===== src/rtl/bus_control_if.sv =====
// Bus-control handshake bundle: start request, instruction word and status in,
// datapath select/enable strobes out. The controller attaches through the
// slave modport; whatever issues instructions uses the master modport.
interface bus_control_if;
    logic        run;
    logic [15:0] din;
    logic        gnz;
    logic [9:0]  bus_sel;
    logic [7:0]  rin;
    logic        ain;
    logic        gin;
    logic        add_sub;
    logic        ir_in;
    logic        done;

    modport master (
        output run, din, gnz,
        input  bus_sel, rin, ain, gin, add_sub, ir_in, done
    );

    modport slave (
        input  run, din, gnz,
        output bus_sel, rin, ain, gin, add_sub, ir_in, done
    );
endinterface


===== src/rtl/bus_control.sv =====
// Control unit for a simple 8-register processor datapath.
// A 2-bit step counter (T0..T3) plus a 9-bit instruction register (III XXX YYY)
// decode into the one-hot bus select and register/ALU enables.
// Optional feature: define BUS_CONTROL_MVNZ_EN to make opcode 110 a
// conditional move (mvnz Rx,Ry) gated by the gnz status input; otherwise
// opcode 110 is an undefined opcode and executes as a NOP.
module bus_control (
    input  logic          clk,
    input  logic          rst,
    bus_control_if.slave  bus
);

    localparam logic [1:0] T0 = 2'd0;
    localparam logic [1:0] T1 = 2'd1;
    localparam logic [1:0] T2 = 2'd2;
    localparam logic [1:0] T3 = 2'd3;

    localparam logic [2:0] OP_MV   = 3'b000;
    localparam logic [2:0] OP_MVI  = 3'b001;
    localparam logic [2:0] OP_ADD  = 3'b010;
    localparam logic [2:0] OP_SUB  = 3'b011;
    localparam logic [2:0] OP_MVNZ = 3'b110;

    logic [1:0] step_q, step_d;
    logic [8:0] ir_q, ir_d;

    logic [2:0] opcode;
    logic [2:0] rx;
    logic [2:0] ry;

    logic [9:0] bus_sel;
    logic [7:0] rin;
    logic       ain;
    logic       gin;
    logic       add_sub;
    logic       ir_in_raw;
    logic       done;

    assign opcode = ir_q[8:6];
    assign rx     = ir_q[5:3];
    assign ry     = ir_q[2:0];

    // Only the low 9 bits of the word form an instruction; the upper bits are
    // immediate data consumed by the datapath, not by this controller.
`ifdef BUS_CONTROL_MVNZ_EN
    logic unused_inputs;
    assign unused_inputs = ^bus.din[15:9];
`else
    logic unused_inputs;
    assign unused_inputs = ^{bus.din[15:9], bus.gnz};
`endif

    // Decode step counter and IR into next state and datapath strobes.
    always_comb begin
        // NOTE: every output gets a default first so no path through the case
        // leaves a variable unassigned, which would infer a latch; combinational
        // blocks use blocking (=) assignments.
        step_d    = step_q;
        ir_d      = ir_q;
        bus_sel   = '0;
        rin       = '0;
        ain       = 1'b0;
        gin       = 1'b0;
        add_sub   = 1'b0;
        ir_in_raw = 1'b0;
        done      = 1'b0;

        case (step_q)
            T0: begin
                if (bus.run) begin
                    ir_in_raw = 1'b1;
                    ir_d      = bus.din[8:0];
                    step_d    = T1;
                end
            end

            T1: begin
                step_d = T0;
                case (opcode)
                    OP_MV: begin
                        bus_sel[ry] = 1'b1;
                        rin[rx]     = 1'b1;
                        done        = 1'b1;
                    end
                    OP_MVI: begin
                        bus_sel[9] = 1'b1;
                        rin[rx]    = 1'b1;
                        done       = 1'b1;
                    end
                    OP_ADD, OP_SUB: begin
                        bus_sel[rx] = 1'b1;
                        ain         = 1'b1;
                        step_d      = T2;
                    end
`ifdef BUS_CONTROL_MVNZ_EN
                    OP_MVNZ: begin
                        if (bus.gnz) begin
                            bus_sel[ry] = 1'b1;
                            rin[rx]     = 1'b1;
                        end
                        done = 1'b1;
                    end
`endif
                    default: begin
                        done = 1'b1;
                    end
                endcase
            end

            T2: begin
                // Only add/sub ever reach T2; anything else falls back to idle.
                step_d = T0;
                if (opcode == OP_ADD || opcode == OP_SUB) begin
                    bus_sel[ry] = 1'b1;
                    gin         = 1'b1;
                    add_sub     = opcode[0];
                    step_d      = T3;
                end
            end

            T3: begin
                step_d = T0;
                if (opcode == OP_ADD || opcode == OP_SUB) begin
                    bus_sel[8] = 1'b1;
                    rin[rx]    = 1'b1;
                    done       = 1'b1;
                end
            end

            default: step_d = T0;
        endcase
    end

    // Step counter and instruction register; reset forces idle without a clock.
    always_ff @(posedge clk or posedge rst) begin
        // NOTE: sequential state uses non-blocking (<=) so every register
        // samples pre-edge values; the reset branch is asynchronous.
        if (rst) begin
            step_q <= T0;
            ir_q   <= '0;
        end else begin
            step_q <= step_d;
            ir_q   <= ir_d;
        end
    end

    // The state is already T0 during reset, so every strobe is zero except the
    // capture strobe, which would otherwise follow run straight through.
    assign bus.bus_sel = bus_sel;
    assign bus.rin     = rin;
    assign bus.ain     = ain;
    assign bus.gin     = gin;
    assign bus.add_sub = add_sub;
    assign bus.ir_in   = ir_in_raw & ~rst;
    assign bus.done    = done;

endmodule


===== src/flat_wrapper.sv =====
// flat-port wrapper written by rule: the top's interface ports become plain ports
module bus_control_flat 
  (clk, rst, bus_run, bus_din, bus_gnz, bus_bus_sel, bus_rin, bus_ain, bus_gin, bus_add_sub, bus_ir_in, bus_done);
  bus_control_if bus_i ();
  input  logic clk;
  input  logic rst;
  input wire logic [$bits(bus_i.run)-1:0] bus_run;
  input wire logic [$bits(bus_i.din)-1:0] bus_din;
  input wire logic [$bits(bus_i.gnz)-1:0] bus_gnz;
  output wire logic [$bits(bus_i.bus_sel)-1:0] bus_bus_sel;
  output wire logic [$bits(bus_i.rin)-1:0] bus_rin;
  output wire logic [$bits(bus_i.ain)-1:0] bus_ain;
  output wire logic [$bits(bus_i.gin)-1:0] bus_gin;
  output wire logic [$bits(bus_i.add_sub)-1:0] bus_add_sub;
  output wire logic [$bits(bus_i.ir_in)-1:0] bus_ir_in;
  output wire logic [$bits(bus_i.done)-1:0] bus_done;
  assign bus_i.run = bus_run;
  assign bus_i.din = bus_din;
  assign bus_i.gnz = bus_gnz;
  assign bus_bus_sel = bus_i.bus_sel;
  assign bus_rin = bus_i.rin;
  assign bus_ain = bus_i.ain;
  assign bus_gin = bus_i.gin;
  assign bus_add_sub = bus_i.add_sub;
  assign bus_ir_in = bus_i.ir_in;
  assign bus_done = bus_i.done;
  bus_control u_core (.clk(clk), .rst(rst), .bus(bus_i));
endmodule

===== config.mk =====
export PLATFORM = sky130hd
export DESIGN_NAME = bus_control_flat
export DESIGN_NICKNAME = d
export VERILOG_FILES = /design/src/rtl/bus_control_if.sv /design/src/rtl/bus_control.sv /design/src/flat_wrapper.sv
export SDC_FILE = /design/constraint.sdc
export NUM_CORES = 1
export LEC_CHECK = 0
export CORE_UTILIZATION = 40
export CTS_BUF_LIST = sky130_fd_sc_hd__clkbuf_4
export DETAILED_ROUTE_END_ITERATION = 12
export GPL_TIMING_DRIVEN = 0
export HOLD_SLACK_MARGIN = 0.12
export PLACE_DENSITY_LB_ADDON = 0.05
export SYNTH_ARGS = -nofsm -noshare
export SYNTH_HDL_FRONTEND = slang
export SYNTH_SLANG_ARGS = --single-unit

===== constraint.sdc =====
create_clock -name clk -period 2 [get_ports clk]
set_input_delay 0.2 -clock clk [delete_from_list [all_inputs] [get_ports clk]]
set_output_delay 0.2 -clock clk [all_outputs]
set_load 0.05 [all_outputs]

==> results.cfg <==
[outcome]
status = complete, but fails checks
violations = negative setup slack

[yosys]
synth_area_sq_um = 807
yosysUniqueCellTypes = 28
synthFlopType = dfrtp_1
synthArstFlopShare = 1.00
syn_inst = 84
synthTopCellsByArea = dfrtp_1, mux2_2, ha_1, o22ai_1, and2_1
synth_edf_count = 0
netlist_top_cells_count = dfrtp_1, mux2_2, o22ai_1
ys_warn_count = 0
synth-seq-cells = 11
synth_top_area_frac = 0.341
synth.avg_cell_area_sq_um = 9.61
yosysTopAreaCell = dfrtp_1
seq_area_frac_synth = 0.341
syn-num-nets = 109
yosysMostFrequentCell = dfrtp_1

[grt]
grt_pass1_wl_mm = 3.41
grt_max_degree = 12
grt_pass1_vias = 762
grt_usage = 0.223
antenna_found_initial = 0
grt-ovfl-total = 0

[timing]
finalMaxSlewViolations = 0
worst_slack_ns = -0.167
grt_setup_unrepaired = true
worstMarginPinSlew_ns = 0.445
skew_ns = 0.00459
fmax_mhz = 461
period_share = 1.08
setup_viol = 11
setup_tns_ns = -0.945
hold_viol = 0
relSlewSlack = 0.702
fin_crit_ns = 2.17

[worst_setup_path]
critPathKind = reg2out
critPathSlowestCell = dfrtp_1
crit_fanout = 5
worstSetupEndpointType = output pin
crit_arrival_ns = 1.97
critPathMostFrequentCell = buf_6
path_cells = buf_6 > ha_4 > nor3b_4 > o211ai_1 > buf_4 > o22ai_2 > buf_6
cp-start-kind = flop
crit_required_ns = 1.80
worst_path_largest_cell_delay_ns = 0.42

[floorplanning]
fp.dieH_um = 46.9
core_sq_um = 1800
fp.dieArea_sq_um = 2200
io_pins = 43
chipWidth_um = 46.9
num_rows = 15
initial_core_util = 0.448

[clocking]
clk_path_buf_depth = 2
clk_latency_ns = 0.26
cts_inserted_buffers = 3
cts_tree = done
root_buffer = clkbuf_4
postCtsHoldBufs = 0
clock-sinks = 11
ctsHtreeMaxLevel = 1
path_clk_slew_ns = 0.07

[pwr]
powerDensity_nw_per_um2 = 1520
power.leakage_nw = 0.593
irDropWorstVdd_mv = 1.17

[route]
drc_errors = 0
drt-initial-drc-count = 7
vias = 848
vias_per_cell = 5.37
wl_per_cell_um = 15.1
dr.pass1.iters = 4
ant_nets = 0
wirelength_mm = 2.39

[layout]
fin_cells = 158
drive_gt1_frac = 0.602
final_nets = 159
area_delta_synth_final_pct = 82.8
diodes = 0

[hold_path]
hold_class = in2async

[placed_design]
dpl.hpwl_mm = 1.47
pre_cts_ws_ns = -0.694
port_buffers = 34
gp_congestion = 0.804
place_inst = 143

[flow_run]
drv_cap = 0
-- where the power goes --
part	leakage (nW)	internal [mW]	total, mW	switching (mW)
clock network	0.0184	0.0905	0.158	0.0672
registers	0.128	0.341	0.576	0.235
logic	0.446	0.681	1.51	0.825
total	0.593	1.11	2.24	1.13
-- metrics by stage --
stage                     total power [mW]   util  hold slack [ns]  area (sq um)
after floorplan                       1.37      -           0.0524           885
after global placement                1.65  0.697            0.526          1260
after detailed placement              1.68  0.697            0.536          1260
after CTS                             1.94  0.757            0.256          1360
after global routing                  2.38  0.819            0.291          1480
final                                 2.24  0.819            0.252          1480
-- what timing repair did --
item	4_1_cts	5_1_grt
buffers inserted	5	7
endpoints found under the setup margin	23	22
pin swaps	5	6
gates resized for setup	116	40
-- final timing paths --
check,from,end,slack (ns),cells past startpoint
hold / removal,rst,u_core.ir_q[2]$_DFFE_PP0P_,0.25,2
setup / recovery,u_core.step_q[0]$_DFFE_PP0P_,bus_bus_sel[7],-0.17,7
min in group clk,bus_din[5],u_core.ir_q[5]$_DFFE_PP0P_,0.55,2
max in group asynchronous,rst,u_core.ir_q[7]$_DFFE_PP0P_,1.44,2
hold reg to reg,u_core.ir_q[1]$_DFFE_PP0P_,u_core.ir_q[1]$_DFFE_PP0P_,0.60,1
setup reg to reg,u_core.step_q[0]$_DFFE_PP0P_,u_core.ir_q[1]$_DFFE_PP0P_,0.62,4
-- worst max-delay path, delay by kind of cell, from the launching register on --
kind / cells / cell delay [ns]
AO/OA/AOI/OAI: 2 / 0.47
AND/OR/NAND/NOR: 1 / 0.15
flip-flops: 1 / 0.42
buffers and inverters: 3 / 0.50
adder cells (fa/ha/maj): 1 / 0.17
-- registers in the layout, summed over array words and instances, names as in the netlist --
register and flops:
u_core.ir_q 9, u_core.step_q 2
-- routing by layer --
layer | GRT usage | share of wire
met3 | 0.0231 | 0.038
met1 | 0.290 | 0.42
met5 | 0 | 0
met2 | 0.381 | 0.54
met4 | 0.0857 | 0.0042
-- kinds of logic after synthesis --
family	share of synthesized area
simple gates	0.278
compound gates	0.118
mux	0.152
flops	0.341
buf+inv	0.0341
fa+ha+maj	0.0775
-- cell usage in the layout (no fill, tap or decap), types with 2 or more instances in the layout --
master           count
clkdlybuf4s50_1     11
mux2_2              10
clkbuf_4             4
nand3b_1             2
nand2_1              4
nor3b_4              2
dfrtp_1              8
ha_4                 4
clkbuf_2             7
buf_2                4
o211ai_1             2
dfrtp_2              3
nor4_1               2
and2_1               5
clkdlybuf4s15_2      2
buf_8                2
inv_1                2
nor2b_1              3
inv_2                2
buf_4               11
nand2b_1             5
o22ai_2              6
buf_6               11
nor2_4               2
-- area by class of cell --
cell class	instances	area (sq um)
inverter	4	15.0
tap	25	31.3
fill	108	327
multi-input combinational	66	696
clock buffer	4	30.0
buffer	2	10.0
timing repair buffer	46	414
sequential	11	279
Note: power is estimated with default switching activity, not from simulation.
